`src/rtl/status_flag_unit_pkg.sv`:
```
// Shared definitions for the status flag unit: ALU command codes, flag bit
// positions and the packed status word type.
`default_nettype none

package status_flag_unit_pkg;

  localparam logic [3:0] CMD_MOV = 4'b0001;
  localparam logic [3:0] CMD_ADD = 4'b0010;
  localparam logic [3:0] CMD_ADC = 4'b0011;
  localparam logic [3:0] CMD_SUB = 4'b0100;
  localparam logic [3:0] CMD_SBC = 4'b0101;
  localparam logic [3:0] CMD_AND = 4'b0110;
  localparam logic [3:0] CMD_ORR = 4'b0111;
  localparam logic [3:0] CMD_EOR = 4'b1000;
  localparam logic [3:0] CMD_MVN = 4'b1001;

  localparam int C_IDX = 3;
  localparam int N_IDX = 2;
  localparam int V_IDX = 1;
  localparam int Z_IDX = 0;

  typedef logic [3:0] status_t;

endpackage

`default_nettype wire

```
`src/rtl/status_flag_unit_flag_gen.sv`:
```
// Combinational ALU result and raw {c, n, v, z} flags for one command.
`default_nettype none

module flag_gen
  import status_flag_unit_pkg::*;
#(
  parameter int WIDTH = 32
) (
  input  logic [3:0]       exe_cmd,
  input  logic [WIDTH-1:0] val_a,
  input  logic [WIDTH-1:0] val_b,
  input  logic             carry_in,
  output logic [WIDTH-1:0] result,
  output status_t          flags,
  output logic             arith
);

  logic [WIDTH-1:0] b_eff;
  logic             cin;
  logic [WIDTH:0]   sum;

  always_comb begin
    b_eff = val_b;
    cin   = 1'b0;
    arith = 1'b0;
    case (exe_cmd)
      CMD_ADD: arith = 1'b1;
      CMD_ADC: begin arith = 1'b1; cin = carry_in; end
      CMD_SUB: begin arith = 1'b1; b_eff = ~val_b; cin = 1'b1; end
      CMD_SBC: begin arith = 1'b1; b_eff = ~val_b; cin = carry_in; end
      default: ;
    endcase
  end

  assign sum = {1'b0, val_a} + {1'b0, b_eff} + {{WIDTH{1'b0}}, cin};

  always_comb begin
    result = '0;
    case (exe_cmd)
      CMD_MOV: result = val_b;
      CMD_MVN: result = ~val_b;
      CMD_ADD, CMD_ADC, CMD_SUB, CMD_SBC: result = sum[WIDTH-1:0];
      CMD_AND: result = val_a & val_b;
      CMD_ORR: result = val_a | val_b;
      CMD_EOR: result = val_a ^ val_b;
      default: result = '0;
    endcase
  end

  // For logical commands c/v here are placeholders; the caller retains its own.
  always_comb begin
    flags        = '0;
    flags[N_IDX] = result[WIDTH-1];
    flags[Z_IDX] = (result == '0);
    flags[C_IDX] = arith ? sum[WIDTH] : carry_in;
    flags[V_IDX] = arith & (val_a[WIDTH-1] == b_eff[WIDTH-1])
                         & (result[WIDTH-1] != val_a[WIDTH-1]);
  end

endmodule

`default_nettype wire

```
`src/rtl/status_flag_unit.sv`:
```
// Execute-stage status register with same-cycle bypass and a one-entry
// exception shadow.
`default_nettype none

module status_flag_unit
  import status_flag_unit_pkg::*;
#(
  parameter int WIDTH = 32
) (
  input  logic             clk,
  input  logic             rst_n,
  input  logic             valid,
  input  logic [3:0]       exe_cmd,
  input  logic [WIDTH-1:0] val_a,
  input  logic [WIDTH-1:0] val_b,
  input  logic             s_update,
  input  logic             stall,
  input  logic             flush,
  input  logic             save,
  input  logic             restore,
  output logic [WIDTH-1:0] alu_result,
  output logic [3:0]       status_register,
  output logic [3:0]       status_next,
  output logic [3:0]       saved_status
);

  status_t status_q;
  status_t shadow_q;
  status_t shadow_next;
  status_t gen_flags;
  status_t new_flags;
  logic    arith;
  logic    we;

  flag_gen #(.WIDTH(WIDTH)) u_flag_gen (
    .exe_cmd  (exe_cmd),
    .val_a    (val_a),
    .val_b    (val_b),
    .carry_in (status_q[C_IDX]),
    .result   (alu_result),
    .flags    (gen_flags),
    .arith    (arith)
  );

  always_comb begin
    new_flags = gen_flags;
    if (!arith) begin
      new_flags[C_IDX] = status_q[C_IDX];
      new_flags[V_IDX] = status_q[V_IDX];
    end
  end

  assign we = valid & s_update & ~stall & ~flush;

  // Shadow captures the pre-update status even when restore/we also fire.
  always_comb begin
    status_next = status_q;
    shadow_next = shadow_q;
    if (!stall) begin
      if (restore)  status_next = shadow_q;
      else if (we)  status_next = new_flags;
      if (save)     shadow_next = status_q;
    end
  end

  always_ff @(posedge clk or negedge rst_n) begin
    if (!rst_n) begin
      status_q <= '0;
      shadow_q <= '0;
    end else begin
      status_q <= status_next;
      shadow_q <= shadow_next;
    end
  end

  assign status_register = status_q;
  assign saved_status    = shadow_q;

endmodule

`default_nettype wire

```
`config.mk`:
```
export PLATFORM = sky130hd
export DESIGN_NAME = status_flag_unit
export DESIGN_NICKNAME = d
export VERILOG_FILES = /design/src/rtl/status_flag_unit_pkg.sv /design/src/rtl/status_flag_unit_flag_gen.sv /design/src/rtl/status_flag_unit.sv
export SDC_FILE = /design/constraint.sdc
export NUM_CORES = 1
export LEC_CHECK = 0
export BUFFER_PORTS_ARGS = -buffer_cell sky130_fd_sc_hd__buf_2
export CAP_MARGIN = 30
export CORE_MARGIN = 5
export CORE_UTILIZATION = 35
export DETAILED_ROUTE_END_ITERATION = 10
export GPL_TIMING_DRIVEN = 0
export PLACE_DENSITY = 0.61
export SLEW_MARGIN = 5
export SYNTH_ARGS = -nofsm -noshare
export SYNTH_HDL_FRONTEND = slang
export SYNTH_SLANG_ARGS = --single-unit
```
`constraint.sdc`:
```
create_clock -name clk -period 6.2 [get_ports clk]
set_input_delay 0.31 -clock clk [delete_from_list [all_inputs] [get_ports clk]]
set_output_delay 0.31 -clock clk [all_outputs]
set_load 0.005 [all_outputs]
```
---- Yosys cells after proc, flatten, opt, wreduce, memory -nomap -nowiden ----
Cells that the tools add are included.
operators by class
  add/subtract/negate cells ............... 2
  equality and inequality tests ........... 11
  muxes and demuxes ....................... 9
  bitwise logic cells ..................... 11
  reductions and logical operators ........ 5
operators by type and width
  cell                  count
  $pmux W32 S6          1
  $add A32 B32 Y33      1
  $add A33 B1 Y33       1
  $and A32 B32 Y32      1
  $logic_not A32 Y1     1
  $mux W32              1
  $not A32 Y32          1
  $or A32 B32 Y32       1
  $xor A32 B32 Y32      1
  $eq A4 B3 Y1 const B  4
  $mux W4               3
  $eq A4 B2 Y1 const B  2
  $eq A4 B4 Y1 const B  2
  $and A1 B1 Y1         5
  $eq A4 B1 Y1 const B  1
  $reduce_or A2 Y1      2
  $reduce_or A4 Y1      1
  $mux W1               3
  $not A1 Y1            2
  $pmux W1 S2           1
  $reduce_and A2 Y1     1
  $eq A1 B1 Y1          1
  $ne A1 B1 Y1          1
storage, ports and cells
  flip-flop bits (word level) ............. 8
  input port bits ......................... 76
  output and inout bits ................... 44
  word-level logic and storage cells ...... 40

---- Longest topological paths before layout ----
  depth after elaboration ................. 12
  depth in mapped cells ................... 22
  mapped depth without buffers ............ 16

---- Hierarchy ----
A second synthesis with hierarchy kept.
unflattened totals
  cell total of the unflattened synthesis .. 701
  area total of the unflattened synthesis .. 5192.5 um2
by module, submodules not included
  module            times used  cells an instance  area an instance (um2)  seq. area each (um2)
  flag_gen          1           667                4817.1                  0.0
  status_flag_unit  1           34                 375.4                   200.2

---- Worst setup path before layout ----
No wires, ideal clock.
  path kind ............................... input to output
  start ................................... input exe_cmd[3]
  end ..................................... output status_next[0]
  arrival ................................. 5.199 ns
  data required time ...................... 5.890 ns
  setup slack ............................. 0.691 ns
  cell stages on the path ................. 22
  path buffers ............................ 6
  cells stage by stage .................... clkbuf_1 > clkbuf_1 > buf_1 > clkbuf_1 > nor3b_1 > clkbuf_1 > clkbuf_1 > nand2_1 > o21ai_0 > fa_1 > inv_1 > fa_1 > nor2b_1 > o31a_1 > o211ai_1 > a31oi_1 > a211o_1 > or3_1 > or4_1 > nor4_2 > nand4_1 > o311ai_2
on the way
  longest elaborated chain between the ends .. 10
  elaborated cells on any way between the ends .. 21
  those cells by class .................... add/sub (2); eq/ne (9); mux (6); reduce/logical (4)
ends and longest elaborated chain
  item                               line                                                              text
  start, declared                    status_flag_unit.sv:13                                            input logic [3:0] exe_cmd,
  $eq A4 B3 Y1                       status_flag_unit_flag_gen.sv:26, status_flag_unit_flag_gen.sv:39
  $reduce_or A2 Y1 (no source line)  -
  $mux W32                           -
  $add A32 B32 Y33                   status_flag_unit_flag_gen.sv:35                                   assign sum = {1'b0, val_a} + {1'b0, b_eff} + {{WIDTH{1'b0}}, cin};
  $add A33 B1 Y33                    status_flag_unit_flag_gen.sv:35
  $pmux W32 S6 (*)                   status_flag_unit_flag_gen.sv:39                                   case (exe_cmd)
  net alu_result[20]                 status_flag_unit.sv:21                                            output logic [WIDTH-1:0] alu_result,
  $logic_not A32 Y1 (*)              status_flag_unit_flag_gen.sv:54                                   flags[Z_IDX] = (result == '0);
  $mux W4 (*)                        status_flag_unit.sv:61                                            else if (we) status_next = new_flags;
  $mux W4 (*)                        status_flag_unit.sv:60                                            if (restore) status_next = shadow_q;
  $mux W4 (*)                        status_flag_unit.sv:59                                            if (!stall) begin
  end, declared                      status_flag_unit.sv:23                                            output logic [3:0] status_next,
The timed path passes the listed nets; every way through them passes the cells marked *.

---- Worst setup path in the final report ----
  start ................................... input exe_cmd[2]
  end ..................................... output status_next[0]
on the way
  longest elaborated chain between the ends .. 10
  elaborated cells on any way between the ends .. 21
  those cells by class .................... add/sub (2); eq/ne (9); mux (6); reduce/logical (4)
ends and longest elaborated chain
  item                               line
  $eq A4 B3 Y1                       status_flag_unit_flag_gen.sv:26, status_flag_unit_flag_gen.sv:39
  $reduce_or A2 Y1 (no source line)  -
  $mux W32                           -
  $add A32 B32 Y33                   status_flag_unit_flag_gen.sv:35
  $add A33 B1 Y33                    status_flag_unit_flag_gen.sv:35
  $pmux W32 S6 (*)                   status_flag_unit_flag_gen.sv:39
  $logic_not A32 Y1 (*)              status_flag_unit_flag_gen.sv:54
  $mux W4 (*)                        status_flag_unit.sv:61
  $mux W4 (*)                        status_flag_unit.sv:60
  $mux W4 (*)                        status_flag_unit.sv:59
Mark *: on every way between the ends. The rest lies on a longest branch, timed or not.

==> summary by stage <==
Detailed routing
In the final routed layout, each cell accounts on average for 18.91 µm. In the routed layout, each cell is associated on average with a via count of 5.801. The routed design has 19,610 µm of wire. The remaining antenna violation count is 0. The first TritonRoute pass finished after 5 iterations. The via count is 6,016. After detailed routing, the number of remaining DRC violations is 0. The detailed router finished its first iteration with 534 violations.

Pwr
The worst ir drop on vdd is 0.00009612 V. Dividing total power by cell area gives a power density of 132.0 mW/mm². In this run the static leakage power is 2.982 nW.

Clocking
The number of clock sinks seen by CTS is 8. After clock tree synthesis, the clock-pin slew on the worst setup and hold paths is 0.04 ns. The later-pin clock latency in the skew report is 0.23 ns. The number of clock buffers added by TritonCTS is 3. The clock tree from TritonCTS is yes. The tree is rooted in a clkbuf_16.

The deepest clock path buffer count is 2. The number of levels the H-tree was split into is 1.

Critical path
The critical path goes through buf_2, xor2_1, nand2b_1, buf_4, buf_2, clkbuf_1, o21ai_2, fa_2, inv_1, fa_1, nor2b_1, o31a_1, o21a_1, a211oi_1, mux2i_1, nand2_1, or4_4, nor4_4, nand4_1, o311ai_2, buf_2. The slowest stage of the critical path belongs to the cell or4_4. The kind of cell with the highest combined delay on the critical path is compound AO/OA/AOI/OAI gates.

STA classifies the critical path endpoint as an output port. The largest driver fanout on the critical path is 10. The kind of start point of the critical path is an input pin. The class of the most critical setup path is input pin to output port.

The buffer and inverter count on the worst path is 6. For this run, the slowest stage of the critical path takes 0.62 ns. STA puts the critical path data arrival time at 5.57 ns. Among the stages of the critical path, the cell type that occurs most often is buf_2. For the worst setup path, the data required time is 5.89 ns.

Final layout
The number of antenna diodes in the final layout is 0. Leaving out fill and tap cells, the most frequent cell in the layout is buf_2. In the layout the commonest cells are 122 x buf_2, 95 x ha_1, 75 x inv_1.

The final design utilization is 0.4280. For this run, the post-layout net count is 1,028. From synthesis to final layout, the design area changed by 20.61%. The fraction of layout cells with a size suffix above 1 is 0.2075.

For this run, the number of standard cells in the final layout without fillers is 1,037.

STA
Setup repair after global routing left no endpoint under its margin. The worst-margin pin slew is 0.9093 ns. Clock skew on the completed layout was measured at 0.0002626 ns.

The worst slew margin relative to its limit is 0.3905. The total count of max-transition violations in the final report was 0. The final clock period utilization by the worst path is 0.9478. The final-report hold violation count was 0. Derived from the worst setup path, the maximum achievable clock frequency is 170.2 MHz.

The final number of setup-violating endpoints is 0. Across all hold checks on the routed design, the worst slack comes to 0.4494 ns. Counting I/O delays and the setup requirement, the final critical path takes 5.877 ns.

Synthesis
The post-synthesis instance area is 0.005119 mm². The post-synthesis async set-or-reset flop share is 1.000. Yosys mapped the design onto 70 distinct sky130hd cell types. Counting flops with a built-in enable in the synthesized netlist gives 0. The number of flip-flops and latches in the synthesized netlist is 8. Synthesis produced a netlist with a net count of 900. The predominant post-synthesis flop cell is dfrtp_1. In the synthesized netlist, the number of instances is 727.

The number of synthesis warnings is 0. For this run, the register share of the synthesized area comes to 0.03911. The synthesized area divided by synthesized cell count is 7.041 µm².

Floorplan
The vertical die dimension is 130.9 µm. The floorplan step defined a die boundary enclosing 0.01714 mm². The site row count is 44. The I/O pin count is 120. The region available for standard cell placement spans 0.01442 mm².

The die boundary width is 130.9 µm. The initial utilization of the core area, before any placement, comes to 0.3549.

GRT
The number of antenna violations at the first check in global routing is 0. The first-pass GRT wire length is 30,260 µm. The total routing resource utilization after global routing is 0.2210. The total global routing overflow is 0. The pin count of the biggest net entering global routing is 20. The number of global-route vias before repair is 5,714.

Placed design
Once placement completed, the tool counted placed cells totaling 1,029. At the end of routability-driven placement, the weighted congestion stood at 0.9778. Port buffering added 118 buffers.

The half-perimeter wire length after detailed placement is 15,900 µm.

Min path
The tightest min-delay check is of the input pin to asynchronous set/reset pin type.

Run
The tool flagged a number of max-cap violations equal to 0.

Outcome
The run finished with clean final reports.
## area by class of cell
cell class / instances / area, µm²
Fill cell: 1559 / 8250
Tap cell: 184 / 230.2
Buffer: 34 / 180.2
Inverter: 76 / 285.3
Timing Repair Buffer: 127 / 660.6
Clock buffer: 3 / 75.07
Multi-Input combinational cell: 605 / 4542
Sequential cell: 8 / 200.2
## sequential cells by signal (all words and copies together), names as in the netlist
signal	cells
saved_status	4
status_register	4
## synthesized netlist by cell type (9+ instances only)
| master | count | share of area |
|---|---|---|
| inv_1 | 75 | 0.055 |
| ha_1 | 95 | 0.23 |
| nand4_1 | 9 | 0.011 |
| a221oi_1 | 18 | 0.031 |
| o22ai_1 | 26 | 0.032 |
| a22oi_1 | 10 | 0.015 |
| a211oi_1 | 13 | 0.019 |
| nor3_1 | 12 | 0.012 |
| xnor2_1 | 44 | 0.075 |
| a21o_1 | 9 | 0.013 |
| nor2_1 | 62 | 0.045 |
| nand3_1 | 11 | 0.011 |
| clkbuf_1 | 28 | 0.021 |
| o21ai_0 | 32 | 0.031 |
| nand2_1 | 48 | 0.035 |
| mux2_2 | 9 | 0.020 |
| a21oi_1 | 54 | 0.053 |
## stage by stage
stage | total power, mW | setup TNS [ns] | worst slack (ns) | area, µm²
2_1_floorplan | 0.4721 | 0 | 0.6907 | 5119
3_3_place_gp | 0.6770 | -13.21 | -1.568 | 5939
3_5_place_dp | 0.6786 | -12.21 | -1.511 | 5944
4_1_cts | 0.8009 | 0 | 0.02798 | 6117
5_1_grt | 0.8889 | 0 | 0.05467 | 6173
6_report | 0.8150 | 0 | 0.3235 | 6173
## cells by family after synthesis
group	after synthesis	synth area share
AO/OA/AOI/OAI	250	0.3364
adder cells (fa/ha/maj)	97	0.2400
multiplexers	13	0.02787
AND/OR/NAND/NOR	194	0.1836
XOR/XNOR	51	0.08727
buffers and inverters	114	0.08580
flip-flops	8	0.03911
## power breakdown
part	internal (mW)	total (mW)	switching, mW
sequential	0.0626	0.0710	0.00843
clock	0.0832	0.109	0.0262
combinational	0.262	0.634	0.373
total	0.408	0.815	0.408
## repair_timing
action                     CTS  global route
pin swaps                    4             7
hold endpoints to repair     8             0
setup buffers                6             2
resized for setup           20            20
setup endpoints to repair   23             3
hold buffers                 1             0
## path summary, 6_finish.rpt
check                                        start                 end  slack, ns  depth (start not counted)
worst max-delay path                    exe_cmd[2]      status_next[0]       0.32                         21
worst min-delay path                         rst_n  status_register[2]       0.45                          2
worst max register to register  status_register[3]  status_register[0]       1.94                         15
worst min register to register     saved_status[0]  status_register[0]       0.52                          2
max in group asynchronous                    rst_n  status_register[0]       5.58                          2
min in group clk                           restore  status_register[2]       0.50                          3
## routing by layer
metal | track usage | up-vias | share of wire
met5 | 0 | - | 0
met4 | 0.05082 | 0 | 0.027
met3 | 0.02724 | 31 | 0.086
met2 | 0.3545 | 280 | 0.43
met1 | 0.3159 | 2771 | 0.46
li1 | - | 2934 | -
Note: power is estimated with default switching activity, not from simulation.
